<file path="src/rtl/aes_stream_pkg.sv">
// -----------------------------------------------------------------------------
// aes_stream_pkg
// Shared widths, types and helpers for the AES-128 streaming front/back end.
//   WORD_W        : stream word width (32)
//   BLK_W         : cipher block / key width (128)
//   WORDS_PER_BLK : stream words per block (4)
//   word_idx_t    : index of a word inside a block
//   grp_e         : type of the group currently being packed
//   cred_w()      : width needed to hold a credit count of 0..depth
// -----------------------------------------------------------------------------
package aes_stream_pkg;

  localparam int WORD_W        = 32;
  localparam int BLK_W         = 128;
  localparam int WORDS_PER_BLK = 4;

  typedef logic [1:0] word_idx_t;

  localparam word_idx_t LAST_WORD = word_idx_t'(WORDS_PER_BLK - 1);

  typedef enum logic {
    GRP_DATA = 1'b0,
    GRP_KEY  = 1'b1
  } grp_e;

  function automatic int cred_w(input int depth);
    return $clog2(depth + 1);
  endfunction

endpackage

</file>
<file path="src/rtl/aes_blk_fifo.sv">
// -----------------------------------------------------------------------------
// aes_blk_fifo
// Synchronous DEPTH x 128-bit block FIFO with synchronous active-high reset.
// The head entry is presented combinationally from the storage array.
//   clk, rst  : clock, synchronous active-high reset
//   push_i    : write data_i (ignored when full)
//   data_i    : block to write
//   pop_i     : drop the head entry (ignored when empty)
//   data_o    : head entry
//   empty_o   : no entries stored
//   full_o    : DEPTH entries stored
// aes_blk_fifo_chk holds the simulation-only overflow assertion.
// -----------------------------------------------------------------------------
module aes_blk_fifo
  import aes_stream_pkg::*;
#(
  parameter int DEPTH = 4
) (
  input  logic             clk,
  input  logic             rst,
  input  logic             push_i,
  input  logic [BLK_W-1:0] data_i,
  input  logic             pop_i,
  output logic [BLK_W-1:0] data_o,
  output logic             empty_o,
  output logic             full_o
);

  localparam int AW = (DEPTH > 1) ? $clog2(DEPTH) : 1;
  localparam int CW = cred_w(DEPTH);

  logic [BLK_W-1:0] mem_q [DEPTH];
  logic [AW-1:0]    wr_ptr_q, wr_ptr_d;
  logic [AW-1:0]    rd_ptr_q, rd_ptr_d;
  logic [CW-1:0]    cnt_q, cnt_d;
  logic             push_s, pop_s;

  // Pointers wrap explicitly so DEPTH need not be a power of two.
  function automatic logic [AW-1:0] ptr_inc(input logic [AW-1:0] p);
    return (p == AW'(DEPTH - 1)) ? {AW{1'b0}} : p + AW'(1);
  endfunction

  assign empty_o = (cnt_q == {CW{1'b0}});
  assign full_o  = (cnt_q == CW'(DEPTH));
  assign data_o  = mem_q[rd_ptr_q];

  // Next-state for pointers and occupancy.
  always_comb begin
    push_s   = push_i & ~full_o;
    pop_s    = pop_i & ~empty_o;
    wr_ptr_d = wr_ptr_q;
    rd_ptr_d = rd_ptr_q;
    cnt_d    = cnt_q;
    if (push_s) begin
      wr_ptr_d = ptr_inc(wr_ptr_q);
    end else begin
      wr_ptr_d = wr_ptr_q;
    end
    if (pop_s) begin
      rd_ptr_d = ptr_inc(rd_ptr_q);
    end else begin
      rd_ptr_d = rd_ptr_q;
    end
    case ({push_s, pop_s})
      2'b10:   cnt_d = cnt_q + CW'(1);
      2'b01:   cnt_d = cnt_q - CW'(1);
      default: cnt_d = cnt_q;
    endcase
  end

  // Pointer and occupancy registers.
  always_ff @(posedge clk) begin
    if (rst) begin
      wr_ptr_q <= {AW{1'b0}};
      rd_ptr_q <= {AW{1'b0}};
      cnt_q    <= {CW{1'b0}};
    end else begin
      wr_ptr_q <= wr_ptr_d;
      rd_ptr_q <= rd_ptr_d;
      cnt_q    <= cnt_d;
    end
  end

  // Storage array; contents are qualified by the pointers, so no reset.
  always_ff @(posedge clk) begin
    if (push_s) begin
      mem_q[wr_ptr_q] <= data_i;
    end
  end

  aes_blk_fifo_chk u_chk (
    .clk    (clk),
    .rst    (rst),
    .push_i (push_i),
    .full_i (full_o)
  );

endmodule

// -----------------------------------------------------------------------------
// aes_blk_fifo_chk
// Simulation checker: the cipher cannot stall, so a write into a full FIFO
// would silently drop a ciphertext. Credit logic upstream must prevent it.
// -----------------------------------------------------------------------------
module aes_blk_fifo_chk (
  input logic clk,
  input logic rst,
  input logic push_i,
  input logic full_i
);

  a_no_overflow: assert property (@(posedge clk) disable iff (rst) !(push_i && full_i));

endmodule

</file>
<file path="src/rtl/aes_stream_if.sv">
// -----------------------------------------------------------------------------
// aes_stream_if
// Streaming wrapper around a non-stallable LAT-deep AES-128 pipeline.
// Packs 32-bit words into key/plaintext blocks, issues blocks into the cipher,
// tracks latency with a valid shift register, buffers ciphertexts in a FIFO
// and serialises them back out as 32-bit words. Credits bound blocks in flight
// plus buffered to DEPTH so a ciphertext always finds FIFO space.
//   clk, rst          : clock, synchronous active-high reset
//   s_valid/s_ready   : input word handshake, s_data MSB-first per group
//   s_is_key          : group type, sampled on word 0
//   blk_data, blk_key : registered plaintext / key to the cipher
//   ct_in             : cipher output, valid LAT cycles after issue
//   m_valid/m_ready   : output word handshake, m_data MSB-first
//   m_last            : 4th word of a ciphertext block
//   key_valid         : a key has been loaded since reset
//   busy              : anything in flight, buffered or partially moved
// -----------------------------------------------------------------------------
module aes_stream_if
  import aes_stream_pkg::*;
#(
  parameter int LAT   = 10,
  parameter int DEPTH = 4
) (
  input  logic              clk,
  input  logic              rst,
  input  logic              s_valid,
  output logic              s_ready,
  input  logic [WORD_W-1:0] s_data,
  input  logic              s_is_key,
  output logic [BLK_W-1:0]  blk_data,
  output logic [BLK_W-1:0]  blk_key,
  input  logic [BLK_W-1:0]  ct_in,
  output logic              m_valid,
  input  logic              m_ready,
  output logic [WORD_W-1:0] m_data,
  output logic              m_last,
  output logic              key_valid,
  output logic              busy
);

  localparam int CW    = cred_w(DEPTH);
  localparam int ASM_W = BLK_W - WORD_W;

  word_idx_t        w_q, w_d;
  grp_e             grp_q, grp_d;
  logic             key_valid_q, key_valid_d;
  logic [CW-1:0]    cred_q, cred_d;
  logic [LAT-1:0]   vsr_q, vsr_d;
  word_idx_t        idx_q, idx_d;
  logic [ASM_W-1:0] asm_q, asm_d;
  logic [BLK_W-1:0] blk_data_q, blk_data_d;
  logic [BLK_W-1:0] blk_key_q, blk_key_d;

  logic             accept_s, issue_s, key_load_s;
  logic             hs_s, pop_s, cap_s;
  logic [BLK_W-1:0] head_s;
  logic             fifo_empty_s, fifo_full_s;

  assign blk_data  = blk_data_q;
  assign blk_key   = blk_key_q;
  assign key_valid = key_valid_q;
  assign busy      = (cred_q != {CW{1'b0}}) | (w_q != 2'd0) | (idx_q != 2'd0);

  // Input acceptance: data waits for a key, and a data block may only
  // complete when a FIFO slot is reserved for its ciphertext.
  always_comb begin
    s_ready = 1'b1;
    if (w_q == 2'd0) begin
      s_ready = s_is_key | key_valid_q;
    end else if ((w_q == LAST_WORD) && (grp_q == GRP_DATA)) begin
      s_ready = (cred_q < CW'(DEPTH));
    end else begin
      s_ready = 1'b1;
    end
  end

  // Packer: word assembly, key load and block issue.
  always_comb begin
    accept_s    = s_valid & s_ready;
    issue_s     = accept_s & (w_q == LAST_WORD) & (grp_q == GRP_DATA);
    key_load_s  = accept_s & (w_q == LAST_WORD) & (grp_q == GRP_KEY);
    w_d         = w_q;
    grp_d       = grp_q;
    asm_d       = asm_q;
    blk_data_d  = blk_data_q;
    blk_key_d   = blk_key_q;
    key_valid_d = key_valid_q;
    if (accept_s) begin
      w_d = w_q + 2'd1;
      if (w_q == 2'd0) begin
        grp_d = s_is_key ? GRP_KEY : GRP_DATA;
      end else begin
        grp_d = grp_q;
      end
      case (w_q)
        2'd0:    asm_d[ASM_W-1 -: WORD_W]        = s_data;
        2'd1:    asm_d[ASM_W-1-WORD_W -: WORD_W] = s_data;
        2'd2:    asm_d[WORD_W-1:0]               = s_data;
        default: asm_d = asm_q;
      endcase
    end else begin
      w_d = w_q;
    end
    // The last word is taken straight from the bus, so the block lands in
    // blk_key/blk_data on the accepting edge.
    if (key_load_s) begin
      blk_key_d   = {asm_q, s_data};
      key_valid_d = 1'b1;
    end else begin
      blk_key_d = blk_key_q;
    end
    if (issue_s) begin
      blk_data_d = {asm_q, s_data};
    end else begin
      blk_data_d = blk_data_q;
    end
  end

  // Back end: latency tracking, serialiser and credit accounting.
  always_comb begin
    cap_s   = vsr_q[LAT-1];
    vsr_d   = {vsr_q[LAT-2:0], issue_s};
    m_valid = ~fifo_empty_s;
    hs_s    = m_valid & m_ready;
    pop_s   = hs_s & (idx_q == LAST_WORD);
    m_last  = m_valid & (idx_q == LAST_WORD);
    if (hs_s) begin
      idx_d = idx_q + 2'd1;
    end else begin
      idx_d = idx_q;
    end
    case (idx_q)
      2'd0:    m_data = head_s[BLK_W-1 -: WORD_W];
      2'd1:    m_data = head_s[BLK_W-1-WORD_W -: WORD_W];
      2'd2:    m_data = head_s[BLK_W-1-2*WORD_W -: WORD_W];
      default: m_data = head_s[WORD_W-1:0];
    endcase
    case ({issue_s, pop_s})
      2'b10:   cred_d = cred_q + CW'(1);
      2'b01:   cred_d = cred_q - CW'(1);
      default: cred_d = cred_q;
    endcase
  end

  // State registers.
  always_ff @(posedge clk) begin
    if (rst) begin
      w_q         <= 2'd0;
      grp_q       <= GRP_DATA;
      key_valid_q <= 1'b0;
      cred_q      <= {CW{1'b0}};
      vsr_q       <= {LAT{1'b0}};
      idx_q       <= 2'd0;
      asm_q       <= {ASM_W{1'b0}};
      blk_data_q  <= {BLK_W{1'b0}};
      blk_key_q   <= {BLK_W{1'b0}};
    end else begin
      w_q         <= w_d;
      grp_q       <= grp_d;
      key_valid_q <= key_valid_d;
      cred_q      <= cred_d;
      vsr_q       <= vsr_d;
      idx_q       <= idx_d;
      asm_q       <= asm_d;
      blk_data_q  <= blk_data_d;
      blk_key_q   <= blk_key_d;
    end
  end

  aes_blk_fifo #(
    .DEPTH (DEPTH)
  ) u_fifo (
    .clk     (clk),
    .rst     (rst),
    .push_i  (cap_s),
    .data_i  (ct_in),
    .pop_i   (pop_s),
    .data_o  (head_s),
    .empty_o (fifo_empty_s),
    .full_o  (fifo_full_s)
  );

endmodule

</file>
<file path="config.mk">
export PLATFORM = sky130hd
export DESIGN_NAME = aes_stream_if
export DESIGN_NICKNAME = d
export VERILOG_FILES = /design/src/rtl/aes_stream_pkg.sv /design/src/rtl/aes_blk_fifo.sv /design/src/rtl/aes_stream_if.sv
export SDC_FILE = /design/constraint.sdc
export NUM_CORES = 1
export LEC_CHECK = 0
export ABC_AREA = 1
export BUFFER_PORTS_ARGS = -buffer_cell sky130_fd_sc_hd__buf_4
export CELL_PAD_IN_SITES_DETAIL_PLACEMENT = 1
export CELL_PAD_IN_SITES_GLOBAL_PLACEMENT = 1
export CORE_ASPECT_RATIO = 0.5
export CORE_MARGIN = 2
export CORE_UTILIZATION = 47
export DETAILED_ROUTE_END_ITERATION = 8
export PLACE_DENSITY_LB_ADDON = 0.1
export SLEW_MARGIN = 5
export SYNTH_ARGS = -nofsm -noshare
export SYNTH_HDL_FRONTEND = slang
export SYNTH_SLANG_ARGS = --single-unit
</file>
<file path="constraint.sdc">
create_clock -name clk -period 14.7 [get_ports clk]
set_input_delay 3.675 -clock clk [delete_from_list [all_inputs] [get_ports clk]]
set_output_delay 3.675 -clock clk [all_outputs]
set_load 0.01 [all_outputs]
</file>
==> flow_summary.yaml <==
timing:
  finalCritPeriodShare_pct: 54.0
  hold_viol: 0
  timing_max_transition_violations_final: 0
  min_period_ns: 7.93
  final_setup_violation_count: 0
  finalSetupTns_ns: 0
  slew_at_the_pin_with_the_worst_max_slew_slack_ns: 1.15
  final.setup_skew_ns: 0.0214
  max-slew-margin-rel_pct: 23.4
  grt_setup_unrepaired: "no"
  max_freq_mhz: 126
  final.hold.worst_slack_ns: 0.404
synthesis:
  netlist-cell-type-count: 24
  yosys-mux-area-fraction_pct: 0
  synth_xor_xnor_area_share_pct: 0
  synth_seq_cells: 892
  synth_edf_count: 512
  synth.net_count: 4151
  synth_top_family_by_area: "simple AND/OR/NAND/NOR gates"
  synthesis.yosys.warnings: 0
  synth-adder-area-share_pct: 0.670
  ys.flop_type: "sky130_fd_sc_hd__edfxtp_1"
  synth_cells: 3968
  ys_seq_area_share_pct: 64.1
  post_synth_and_or_nand_nor_area_fraction_pct: 25.2
  synth_compound_area_share_pct: 3.22
  synthesis.area_sq_mm: 0.0359
  syn-mean-instance-area_sq_um: 9.04
  postSynth.asyncResetShare_pct: 0
grt:
  grt_pass1_vias: 29000
  antenna_found_initial: 6
  grt_overflow: 0
  grt_first_pass_wirelength_microns: 172000
  global_route.usage.total_pct: 28.8
  grt_start_max_net_pins: 179
floorplan:
  fp.dieH_microns: 199
  std_cell_core_area_sq_mm: 0.0753
  floorplan_die_width_microns: 395
  rows: 71
  start_util_pct: 47.6
  dieArea_sq_mm: 0.0787
  pin_count: 458
cells_and_area:
  fillerInstances: 8725
  final_net_count: 4472
  multi_input_comb_area_sq_mm: 0.0105
  area_delta_synth_final_pct: 18.1
  drive_gt1_share_pct: 14.3
  layout.area.seq_sq_mm: 0.0230
power_and_ir_drop:
  power.leakage_uw: 0.0175
  ir_drop_mv: 0.0984
  power_density_normalized_to_cell_area_mw_per_mm2: 117
cts:
  ctsResizeCount: 0
  clock_tree.htree_level_count: 3
  cts_setup_buffers: 0
  tritoncts: "built"
  clock_insertion_delay_worst_skew_ns: 0.67
  clock_tree.root_cell: "sky130_fd_sc_hd__clkbuf_16"
  cts-hold-fix-buffers: 0
  ctsLongestPathBuffers: 3
  clkTransAtPathRegs_ns: 0.06
  cts_made_buffers: 81
  cts_sinks: 892
routing:
  met3RoutedLength_microns: 4920
  wirelength_met1_microns: 46500
  routed_wirelength_microns: 115000
  detailroute.via_count: 28400
  via_per_inst: 5.28
  drt.antenna.violating_nets: 0
  met2_wirelength_microns: 59400
  detail_route.iter0.violations: 1933
  detailedRoute.firstPassIterationCount: 5
  post-route-drc-count: 0
  route.detailed.wl_per_inst_microns: 21.4
  highest-signal-layer: "met5"
worst_setup_path:
  r2r-start: "grp_q$_SDFFE_PP0P_"
  critical_path_depth: 6
  end_kind: "output pin"
  crit_slowest_cell: "sky130_fd_sc_hd__buf_4"
  timing.critical_path.max_delay_family: "simple AND/OR/NAND/NOR gates"
  critical_path_buf_inv_count: 3
  regToRegEndpoint: "blk_key[37]$_SDFFE_PP0P_"
  worst-endpoint-arrival_ns: 4.26
  reg2reg_slack_ns: 10.80
  crit_fanout: 2
  startpoint_type_of_the_worst_setup_path: "input pin"
  worstSetupPathType: "in -> out"
  worst_path_largest_cell_delay_ns: 0.13
  cp.required_ns: 11.02
  timing.reg2reg.worst_path_depth: 6
  crit_path_cell_trace: "buf_4, nor2_1, nand2_1, nand2_1, inv_1, buf_4"
place:
  gp_routability_congestion: 0.808
  numPortBuffers: 457
  dp_hpwl_microns: 71500
flow_run:
  cap_violations: 0
status:
  run_status: "finished, final reports clean"
min_path:
  worst_hold_startpoint: "vsr_q[0]$_SDFF_PP0_"
  hold_path.class: "reg -> reg"
  min_delay_worst_endpoint: "vsr_q[1]$_SDFF_PP0_"
  min_path_cells: 2
-- tightest hold or removal path: cells and delay by family (launching register included) --
family	cells	cell delay (ns)
simple gates	1	0.03
buf+inv	1	0.04
flops	1	0.30
-- final cells by class --
type | count | share of cell area [%]
clock buffer | 112 | 5.35
timing repair buffer | 487 | 8.72
tap | 1022 | 3.02
inverter | 363 | 3.26
clock inverter | 30 | 0.591
multi-input combinational | 2464 | 24.7
sequential | 892 | 54.3
antenna | 7 | 0.0414
-- cells in the mapped netlist, drive strengths merged (16+ instances only) --
master	count	share of area, %
a21oi	47	0.66
buf	126	1.8
clkbuf	123	1.3
dfxtp	380	21
edfxtp	512	43
ha	16	0.56
inv	362	3.8
nand2	968	10
nand3	517	7.2
nor2	736	7.7
o21ai	141	2.0
o22ai	32	0.56
-- metrics by stage --
| stage | total power (uW) | setup slack (ns) | cell area [sq um] | utilization (%) | std cells |
|---|---|---|---|---|---|
| 2_1_floorplan | 2830 | 7.06 | 35900 | - | 3968 |
| 3_3_place_gp | 2940 | 6.71 | 39800 | 52.9 | 5228 |
| 3_5_place_dp | 2950 | 6.76 | 39800 | 52.9 | 5228 |
| 4_1_cts | 5000 | 6.76 | 42300 | 56.2 | 5370 |
| 5_1_grt | 5120 | 6.62 | 42400 | 56.2 | 5374 |
| 6_report | 4960 | 6.77 | 42400 | 56.2 | 5377 |
-- how the worst max path moves through the flow --
stage / from / endpoint / slack [ns]
after floorplan: s_is_key / s_ready / 7.06
after global placement: s_is_key / s_ready / 6.71
after detailed placement: s_is_key / s_ready / 6.76
after CTS: s_is_key / s_ready / 6.76
after global routing: register / m_data[31] / 6.62
final: s_is_key / s_ready / 6.77
-- kinds of logic after synthesis --
logic type	count (synthesis)
simple gates	2224
flops	892
buf+inv	612
compound gates	222
fa+ha+maj	18
-- cell usage in the layout (no fill, tap or decap), types with 13 or more instances in the layout --
| cell type | Yosys | final |
|---|---|---|
| sky130_fd_sc_hd__buf_4 | 31 | 484 |
| sky130_fd_sc_hd__ha_1 | 16 | 13 |
| sky130_fd_sc_hd__inv_1 | 361 | 358 |
| sky130_fd_sc_hd__nand3_1 | 516 | 516 |
| sky130_fd_sc_hd__dfxtp_1 | 380 | 377 |
| sky130_fd_sc_hd__clkbuf_1 | 123 | 20 |
| sky130_fd_sc_hd__nand2_1 | 967 | 967 |
| sky130_fd_sc_hd__o22ai_1 | 32 | 32 |
| sky130_fd_sc_hd__clkbuf_16 | 0 | 82 |
| sky130_fd_sc_hd__edfxtp_1 | 512 | 512 |
| sky130_fd_sc_hd__o21ai_0 | 141 | 141 |
| sky130_fd_sc_hd__nor2_1 | 735 | 729 |
| sky130_fd_sc_hd__a21oi_1 | 47 | 47 |
-- per-layer routing --
metal | vias to the layer above | GRT usage, %
met5 | - | 0
met3 | 203 | 4.59
met1 | 14100 | 34.8
li1 | 13400 | -
met4 | 4 | 11.6
met2 | 684 | 51.7
-- sequential cells by signal, indices dropped and copies added, names as in the netlist, 2 cells and up, named ones only --
signal           cells
asm_q               96
blk_data           128
blk_key            128
cred_q               3
idx_q                2
u_fifo.cnt_q         3
u_fifo.mem_q       512
u_fifo.rd_ptr_q      2
u_fifo.wr_ptr_q      2
vsr_q               10
w_q                  2
-- where the power goes --
| part | internal (uW) | leakage [uW] | switching (uW) |
|---|---|---|---|
| registers | 2660 | 0.00767 | 14.1 |
| logic | 73.5 | 0.00865 | 149 |
| clock network | 1120 | 0.00123 | 951 |
(Power assumes the default switching activity.)
